===== config.mk =====
export PLATFORM = sky130hd
export DESIGN_NAME = vga_plot_engine
export DESIGN_NICKNAME = d
export VERILOG_FILES = /design/src/rtl/vga_plot_engine.sv
export SDC_FILE = /design/constraint.sdc
export NUM_CORES = 1
export LEC_CHECK = 0
export CORE_ASPECT_RATIO = 1.25
export CORE_UTILIZATION = 45
export DETAILED_ROUTE_END_ITERATION = 8
export GPL_TIMING_DRIVEN = 0
export HOLD_SLACK_MARGIN = 0.08
export MAX_ROUTING_LAYER = met4
export PLACE_DENSITY_LB_ADDON = 0.12
export REMOVE_ABC_BUFFERS = 1
export SETUP_SLACK_MARGIN = 0.5
export SYNTH_ARGS = -nofsm -noshare
export SYNTH_HDL_FRONTEND = slang
export SYNTH_SLANG_ARGS = --single-unit
export TNS_END_PERCENT = 1

===== constraint.sdc =====
create_clock -name clock -period 6.95 [get_ports clock]
set_input_delay 1.39 -clock clock [delete_from_list [all_inputs] [get_ports clock]]
set_output_delay 1.39 -clock clock [all_outputs]
set_load 0.02 [all_outputs]

===== src/rtl/vga_plot_engine.sv =====
// Plot-request FIFO feeding a registered VGA adapter write port, with a full-screen clear sweep.
// Define PLOT_CLIP_EN to drop popped requests that fall outside H_RES x V_RES.
module vga_plot_engine #(
    parameter int unsigned X_W      = 8,
    parameter int unsigned Y_W      = 7,
    parameter int unsigned COLOUR_W = 3,
    parameter int unsigned H_RES    = 160,
    parameter int unsigned V_RES    = 120,
    parameter int unsigned DEPTH    = 8
) (
    input  logic                      clock,
    input  logic                      reset,
    input  logic                      in_valid,
    input  logic [X_W-1:0]            in_x,
    input  logic [Y_W-1:0]            in_y,
    input  logic [COLOUR_W-1:0]       in_colour,
    output logic                      in_ready,
    input  logic                      clear_req,
    input  logic [COLOUR_W-1:0]       clear_colour,
    output logic                      clear_busy,
    output logic                      busy,
    output logic [$clog2(DEPTH):0]    level,
    output logic [X_W-1:0]            vga_x,
    output logic [Y_W-1:0]            vga_y,
    output logic [COLOUR_W-1:0]       vga_colour,
    output logic                      vga_write
);

    localparam int unsigned AW = $clog2(DEPTH);
    localparam int unsigned LW = AW + 1;
    localparam int unsigned EW = X_W + Y_W + COLOUR_W;
    localparam logic [X_W-1:0] XLast = X_W'(H_RES - 1);
    localparam logic [Y_W-1:0] YLast = Y_W'(V_RES - 1);

    typedef enum logic [1:0] {StIdle, StDrain, StClear} state_e;

    state_e                state_q, state_d;
    logic [EW-1:0]         mem_q [DEPTH];
    logic [AW-1:0]         wr_ptr_q, rd_ptr_q;
    logic [LW-1:0]         level_q, level_d;
    logic [X_W-1:0]        cx_q, cx_d;
    logic [Y_W-1:0]        cy_q, cy_d;
    logic [COLOUR_W-1:0]   clr_colour_q;
    logic                  clr_tail_q;
    logic [X_W-1:0]        vga_x_q, vga_x_d;
    logic [Y_W-1:0]        vga_y_q, vga_y_d;
    logic [COLOUR_W-1:0]   vga_colour_q, vga_colour_d;
    logic                  vga_write_q, vga_write_d;

    logic                  push, pop, pop_ok, start_clear, last_pixel;
    logic [X_W-1:0]        pop_x;
    logic [Y_W-1:0]        pop_y;
    logic [COLOUR_W-1:0]   pop_colour;

    assign in_ready   = (level_q != LW'(DEPTH));
    assign push       = in_valid && in_ready;
    assign pop        = (state_q == StDrain) && (level_q != '0);
    assign last_pixel = (cx_q == XLast) && (cy_q == YLast);
    assign {pop_x, pop_y, pop_colour} = mem_q[rd_ptr_q];

`ifdef PLOT_CLIP_EN
    assign pop_ok = (32'(pop_x) < H_RES) && (32'(pop_y) < V_RES);
`else
    assign pop_ok = 1'b1;
`endif

    always_comb begin
        level_d = level_q;
        unique case ({push, pop})
            2'b10:   level_d = level_q + LW'(1);
            2'b01:   level_d = level_q - LW'(1);
            default: level_d = level_q;
        endcase
    end

    // clr_tail_q keeps clear_busy up through the cycle that shows the last sweep pixel
    always_comb begin
        state_d     = state_q;
        start_clear = 1'b0;
        unique case (state_q)
            StIdle: begin
                if (clear_req && !clear_busy) begin
                    state_d     = StClear;
                    start_clear = 1'b1;
                end else if (level_q != '0) begin
                    state_d = StDrain;
                end
            end
            StDrain: begin
                if (clear_req && !clear_busy) begin
                    state_d     = StClear;
                    start_clear = 1'b1;
                end else if (level_d == '0) begin
                    state_d = StIdle;
                end
            end
            StClear: begin
                if (last_pixel) begin
                    state_d = (level_d != '0) ? StDrain : StIdle;
                end
            end
            default: state_d = StIdle;
        endcase
    end

    always_comb begin
        cx_d = cx_q;
        cy_d = cy_q;
        if (start_clear) begin
            cx_d = '0;
            cy_d = '0;
        end else if (state_q == StClear) begin
            if (cx_q == XLast) begin
                cx_d = '0;
                cy_d = (cy_q == YLast) ? '0 : cy_q + Y_W'(1);
            end else begin
                cx_d = cx_q + X_W'(1);
            end
        end
    end

    always_comb begin
        vga_write_d  = 1'b0;
        vga_x_d      = vga_x_q;
        vga_y_d      = vga_y_q;
        vga_colour_d = vga_colour_q;
        if (pop) begin
            if (pop_ok) begin
                vga_write_d  = 1'b1;
                vga_x_d      = pop_x;
                vga_y_d      = pop_y;
                vga_colour_d = pop_colour;
            end
        end else if (state_q == StClear) begin
            vga_write_d  = 1'b1;
            vga_x_d      = cx_q;
            vga_y_d      = cy_q;
            vga_colour_d = clr_colour_q;
        end
    end

    always_ff @(posedge clock) begin
        if (push) begin
            mem_q[wr_ptr_q] <= {in_x, in_y, in_colour};
        end
    end

    always_ff @(posedge clock or posedge reset) begin
        if (reset) begin
            state_q      <= StIdle;
            wr_ptr_q     <= '0;
            rd_ptr_q     <= '0;
            level_q      <= '0;
            cx_q         <= '0;
            cy_q         <= '0;
            clr_colour_q <= '0;
            clr_tail_q   <= 1'b0;
            vga_write_q  <= 1'b0;
            vga_x_q      <= '0;
            vga_y_q      <= '0;
            vga_colour_q <= '0;
        end else begin
            state_q      <= state_d;
            level_q      <= level_d;
            cx_q         <= cx_d;
            cy_q         <= cy_d;
            clr_tail_q   <= (state_q == StClear) && last_pixel;
            vga_write_q  <= vga_write_d;
            vga_x_q      <= vga_x_d;
            vga_y_q      <= vga_y_d;
            vga_colour_q <= vga_colour_d;
            if (push) begin
                wr_ptr_q <= wr_ptr_q + AW'(1);
            end
            if (pop) begin
                rd_ptr_q <= rd_ptr_q + AW'(1);
            end
            if (start_clear) begin
                clr_colour_q <= clear_colour;
            end
        end
    end

    assign clear_busy = (state_q == StClear) || clr_tail_q;
    assign busy       = (level_q != '0) || clear_busy || (state_q != StIdle) || vga_write_q;
    assign level      = level_q;
    assign vga_x      = vga_x_q;
    assign vga_y      = vga_y_q;
    assign vga_colour = vga_colour_q;
    assign vga_write  = vga_write_q;

endmodule


==> results of run 1 <==
[routing by layer]
layer  wire length (um)  vias to the layer above  global-route usage
li1                   -                     2015                   -
met1               6680                     2206               0.239
met2               7850                       87               0.311
met3                548                        8              0.0356
met4                146                        0              0.0728
met5                  0                        -                   -
[worst paths after layout]
| path | from | end | slack [ns] |
|---|---|---|---|
| worst max-delay path | level[0] | state_q[0] | 3.19 |
| worst min-delay path | clr_colour_q[0] | clr_colour_q[0] | 0.49 |
| worst max register to register | level[0] | state_q[0] | 3.19 |
| worst min register to register | clr_colour_q[0] | clr_colour_q[0] | 0.49 |
| max in group asynchronous | reset | rd_ptr_q[0] | 5.11 |
| min in group asynchronous | reset | clr_colour_q[0] | 1.29 |
[cell type report]
class | count | area [um^2] | share of cell area
Clock inverter | 15 | 144 | 0.0153
Tap cell | 220 | 275 | 0.0293
Timing Repair Buffer | 65 | 746 | 0.0793
Sequential cell | 194 | 5580 | 0.593
Clock buffer | 17 | 425 | 0.0452
Multi-Input combinational cell | 272 | 2220 | 0.236
Inverter | 5 | 18.8 | 0.00200
[logic make-up (layout without fill, tap and decap cells)]
group	Yosys count	count (layout)
adders and majority gates	7	7
buffers and inverters	30	102
DFF	194	194
muxes	38	38
xor gates and xnor gates	17	17
and+or+nand+nor	157	157
AOI/OAI and AO/OA	53	53
[sequential cells by signal, summed over array words and instances, names as in the netlist, 4 cells and up]
signal	count
vga_y	7
mem_q	144
level	4
vga_x	8
cy_q	7
cx_q	8
[cell usage after synthesis, drive strengths merged (2+ instances only)]
library cell / instances / area (um^2)
edfxtp: 144 / 4320
nand2: 72 / 270
dfrtp: 50 / 1250
mux4: 36 / 811
a31oi: 21 / 131
a211oi: 20 / 155
nor2b: 20 / 125
nor2: 19 / 71.3
buf: 15 / 115
xnor2: 12 / 105
nor3: 11 / 55.1
clkbuf: 10 / 38.8
nand3: 8 / 40.0
ha: 7 / 87.6
nand2b: 6 / 37.5
and3: 5 / 31.3
inv: 5 / 18.8
o21ai: 5 / 25.0
xor2: 5 / 43.8
nor4: 4 / 31.3
nand4: 3 / 18.8
nor3b: 3 / 22.5
a21o: 2 / 15.0
a21oi: 2 / 10.0
mux2: 2 / 22.5
or2: 2 / 12.5
[worst reg2reg max path, cell delays in order, from the launching register on]
cell	delay, ns
dfrtp_1	0.51
nor4_2	0.46
or3_2	0.77
inv_1	0.24
ha_1	0.34
xor2_1	0.17
ha_1	0.28
mux2_2	0.27
or2_2	0.29
o32a_1	0.32
[per-stage QoR]
step | instance area (um^2) | cells | setup slack, ns | total power [mW] | utilization
2_1_floorplan | 7780 | 471 | 3.37 | 2.36 | -
4_1_cts | 9380 | 787 | 3.14 | 3.77 | 0.550
5_1_grt | 9400 | 788 | 2.93 | 3.94 | 0.552
3_3_place_gp | 8550 | 741 | 1.50 | 2.74 | 0.502
6_report | 9400 | 788 | 3.19 | 3.73 | 0.552
3_5_place_dp | 8810 | 755 | 3.14 | 2.82 | 0.517
[where the power goes]
group | total [mW] | switching, mW | internal, mW
registers | 1.66 | 0.189 | 1.47
logic | 1.12 | 0.565 | 0.556
clock network | 0.946 | 0.440 | 0.506
==> flow_summary_export.csv, run 1 <==
group,metric,value,unit
drt,first_iter_violations,332,
worst_setup_path,end_kind,"register",
global_routing,first_global_vias,4399,
worst_setup_path,path_buf_inv,1,
sta,skew,0.0227,ns
die,die_y,150,um
yosys,yosys_warnings,0,
worst_setup_path,crit_required,7.27,ns
sta,slew_headroom,0.362,
worst_setup_path,crit_chain,"nor4_2, or3_2, inv_1, ha_1, xor2_1, ha_1, mux2_2, or2_2, o32a_1",
sta,period_share,0.541,
worst_setup_path,crit_fanout,40,
sta,post-route-min-period,3.76,ns
power_and_ir_drop,cellPowerDensity,397,nW/um^2
sta,hold_viol_final,0,
die,die_x,121,um
place,port_buffers,50,
yosys,synth_top_family_by_area,"multiplexers",
final_layout,layout-drive-gt1-share,0.180,
drt,drc_errors,0,
final_layout,layout.nets,587,
sta,fmax,266,MHz
drt,ant_nets,0,
sta,rsz0062_at_grt,"false",
yosys,ys_seq_area_frac,0.703,
sta,finalSetupViolCount,0,
yosys,syn_area,7930,um^2
sta,drv_slew,0,
global_routing,antenna_found_initial,0,
clock_tree,root_buffer,"clkbuf_16",
sta,whs,0.486,ns
clock_tree,post_cts_buffers,0,
status,status,"finished, final reports clean",
yosys,synth_cell_types,39,
worst_setup_path,cpMostUsedCell,"ha_1",
final_layout,mostFrequentLayoutCells,"edfxtp_1, nand2_1, clkdlybuf4s50_1",
yosys,synth-main-ff-cell,"edfxtp_1",
final_layout,syn2layout_area_growth,18.6,%
global_routing,grt_pass1_wl,24.3,mm
yosys,ys_ff_latch,194,
worst_setup_path,critPathSlowestCell,"or3_2",
yosys,synth_edf_count,144,
global_routing,overflow,0,
worst_setup_path,critPathMaxStageDelay,0.77,ns
clock_tree,cts-buffers-inserted,17,
clock_tree,cts_tree,"built",
yosys,synth_xor_area_frac,0.0188,
yosys,async_flop_share,0.258,
clock_tree,clockBufferDepth,2,
drt,wirelength,15.2,mm
die,start_util,0.465,
worst_setup_path,worstSetupPathType,"register to register",
yosys,synth_mux_area_frac,0.105,
clock_tree,clk_pin_slew,0.07,ns
drt,vias,4316,
yosys,synth_fa_ha_area_frac,0.0110,
worst_setup_path,arrival,4.08,ns
drt,viasPerCell,5.48,
clock_tree,postCtsResizedCells,0,
drt,wl_per_cell,19.3,um
clock_tree,cts_sinks,194,
yosys,synthCells,496,
clock_tree,clkLatencyLatePin,0.43,ns
power_and_ir_drop,p_leak,3.29,nW
die,placeableCoreArea,17000,um^2
global_routing,grt_usage,0.191,
final_layout,fillers,1352,
yosys,syn_avg_cell_area,16.0,um^2
place,dpl.hpwl,10.3,mm
yosys,synth_compound_area_frac,0.0462,
worst_setup_path,startpoint_type,"register",
worst_hold_path,hold_path_depth,2,
power_and_ir_drop,vdd_drop_max,0.000175,V
place,gp_congestion,0.823,
clock_tree,cts_hold_buf,0,
sta,worst_slew_pin_slew,0.957,ns
worst_setup_path,cpLargestDelayFamily,"simple AND/OR/NAND/NOR gates",
sta,tns,0,ns
die,ioPinCount,51,
die,rows,53,
worst_hold_path,hold_class,"register to register",
final_layout,final_common_cell,"edfxtp_1",
final_layout,diodes,0,
die,die_area,18200,um^2
clock_tree,htree_num_levels,4,
drt,drt_first_pass_iters,4,
global_routing,grt_max_degree,41,
worst_setup_path,cp.depth,9,
worst_setup_path,r2r_cells,9,
job,maxCapViolCount,0,
yosys,synth_simple_gate_area_share,0.0942,
(Power assumes the default switching activity.)
==> inputs of run 2 (changes only) <==
clock period = 3.5 ns   (was 6.95 ns; I/O delays follow)
==> flow_summary_export.csv, run 2 (synthesized netlist as in run 1, its figures left out) <==
group,metric,value,unit
status,status,"finished, final reports clean",
sta,tns,0,ns
sta,hold_viol_final,0,
drt,ant_nets,0,
final_layout,final_common_cell,"edfxtp_1",
die,rows,53,
drt,wl_per_cell,19.8,um
final_layout,layout.nets,591,
die,start_util,0.465,
clock_tree,cts_sinks,194,
worst_setup_path,worstSetupPathType,"register to output pin",
final_layout,fillers,1351,
job,maxCapViolCount,0,
clock_tree,htree_num_levels,4,
power_and_ir_drop,vdd_drop_max,0.000357,V
die,die_area,18200,um^2
worst_hold_path,hold_class,"register to register",
worst_setup_path,crit_required,2.80,ns
clock_tree,root_buffer,"clkbuf_16",
worst_setup_path,critPathSlowestCell,"clkdlybuf4s50_1",
place,placed_area,8810,um^2
drt,drc_errors,0,
sta,post-route-min-period,2.87,ns
worst_setup_path,startpoint_type,"register",
final_layout,mostFrequentLayoutCells,"edfxtp_1, nand2_1, clkdlybuf4s50_1",
drt,vias,4392,
global_routing,grt_pass1_wl,24.8,mm
sta,skew,0.0102,ns
place,dpl.hpwl,10.3,mm
worst_setup_path,critPathMaxStageDelay,0.61,ns
final_layout,diodes,0,
die,ioPinCount,51,
worst_setup_path,crit_fanout,23,
clock_tree,cts_tree,"built",
worst_setup_path,cpLargestDelayFamily,"buffers and inverters",
final_layout,largest_register_ffs,144,
power_and_ir_drop,p_leak,3.30,nW
die,die_x,121,um
sta,drv_slew,0,
power_and_ir_drop,cellPowerDensity,790,nW/um^2
sta,worst_slew_pin_slew,0.851,ns
worst_setup_path,arrival,2.17,ns
global_routing,overflow,0,
drt,wirelength,15.7,mm
global_routing,first_global_vias,4440,
worst_setup_path,crit_chain,"nand2b_2, nand2b_1, clkdlybuf4s50_1",
worst_setup_path,path_buf_inv,1,
clock_tree,clk_pin_slew,0.07,ns
worst_setup_path,end_kind,"output pin",
place,port_buffers,50,
drt,first_iter_violations,369,
drt,drt_first_pass_iters,4,
clock_tree,clockBufferDepth,2,
final_layout,postLayoutCellArea,9460,um^2
sta,period_share,0.819,
die,die_y,150,um
power_and_ir_drop,p_total,7.47,mW
drt,viasPerCell,5.55,
final_layout,top_register,"mem_q",
sta,rsz0062_at_grt,"false",
sta,slew_headroom,0.430,
global_routing,antenna_found_initial,0,
sta,fmax,349,MHz
die,placeableCoreArea,17000,um^2
place,gp_congestion,0.823,
final_layout,syn2layout_area_growth,19.2,%
final_layout,layout-drive-gt1-share,0.196,
global_routing,grt_max_degree,39,
global_routing,grt_usage,0.196,
sta,finalSetupViolCount,0,
worst_hold_path,hold_path_depth,2,
worst_setup_path,cp.depth,3,
clock_tree,clkLatencyLatePin,0.43,ns
clock_tree,cts-buffers-inserted,17,
worst_setup_path,r2r_cells,9,
## run 2: changes by cell type in the layout (fill, tap and decap cells not counted), sizes merged
cell  before  now
buf       15   17
or3        1    3
## run 2: report_power, final
group          switching, mW  total [mW]  internal, mW
Sequential             0.391        3.32          2.93
Combinational           1.15        2.27          1.12
Clock                  0.877        1.88          1.00
## run 2: final cells by class
| cell class | count | area [um^2] | area share |
|---|---|---|---|
| multi-input cells | 274 | 2250 | 0.238 |
| well taps | 220 | 275 | 0.0291 |
| clock inverters | 15 | 144 | 0.0152 |
| inverters | 5 | 18.8 | 0.00198 |
| clock buffers | 17 | 425 | 0.0450 |
| repair buffers | 67 | 761 | 0.0804 |
| flip-flops and latches | 194 | 5580 | 0.590 |
## run 2: stage by stage
stage	setup slack, ns	std cells	utilization	hold slack, ns
5_1_grt	0.516	792	0.555	0.512
3_5_place_dp	-0.281	755	0.517	0.471
6_report	0.634	792	0.555	0.491
3_3_place_gp	-1.26	741	0.502	0.462
2_1_floorplan	-0.0776	471	-	0.446
4_1_cts	0.443	790	0.552	0.490
## run 2: routing by layer
metal,track usage,share of wire,vias to the layer above
li1,-,-,2028
met1,0.246,0.44,2248
met2,0.317,0.51,100
met3,0.0364,0.035,16
met4,0.0765,0.017,0
met5,-,0,-
## run 2: timing repair
action,in CTS,in global routing
hold buffers,0,0
cloned,2,0
buffers inserted,1,1
endpoints found under the setup margin,5,1
pin swaps,2,1
gates resized for setup,3,5
## run 2: worst paths after layout
check	slack, ns	from	endpoint
max reg2reg	0.69	state_q[0]	state_q[0]
min	0.49	clr_colour_q[0]	clr_colour_q[0]
min reg2reg	0.49	clr_colour_q[0]	clr_colour_q[0]
min in group asynchronous	0.60	reset	cx_q[6]
max in group asynchronous	2.36	reset	level[0]
max	0.63	state_q[1]	clear_busy
## run 2: worst register-to-register path, delay by kind of cell, from the launching register on
kind	cells	cell delay, ns
adders and majority gates	2	0.52
xor gates and xnor gates	1	0.17
buffers and inverters	2	0.28
muxes	1	0.28
DFF	1	0.41
and+or+nand+nor	2	0.71
AOI/OAI and AO/OA	1	0.32
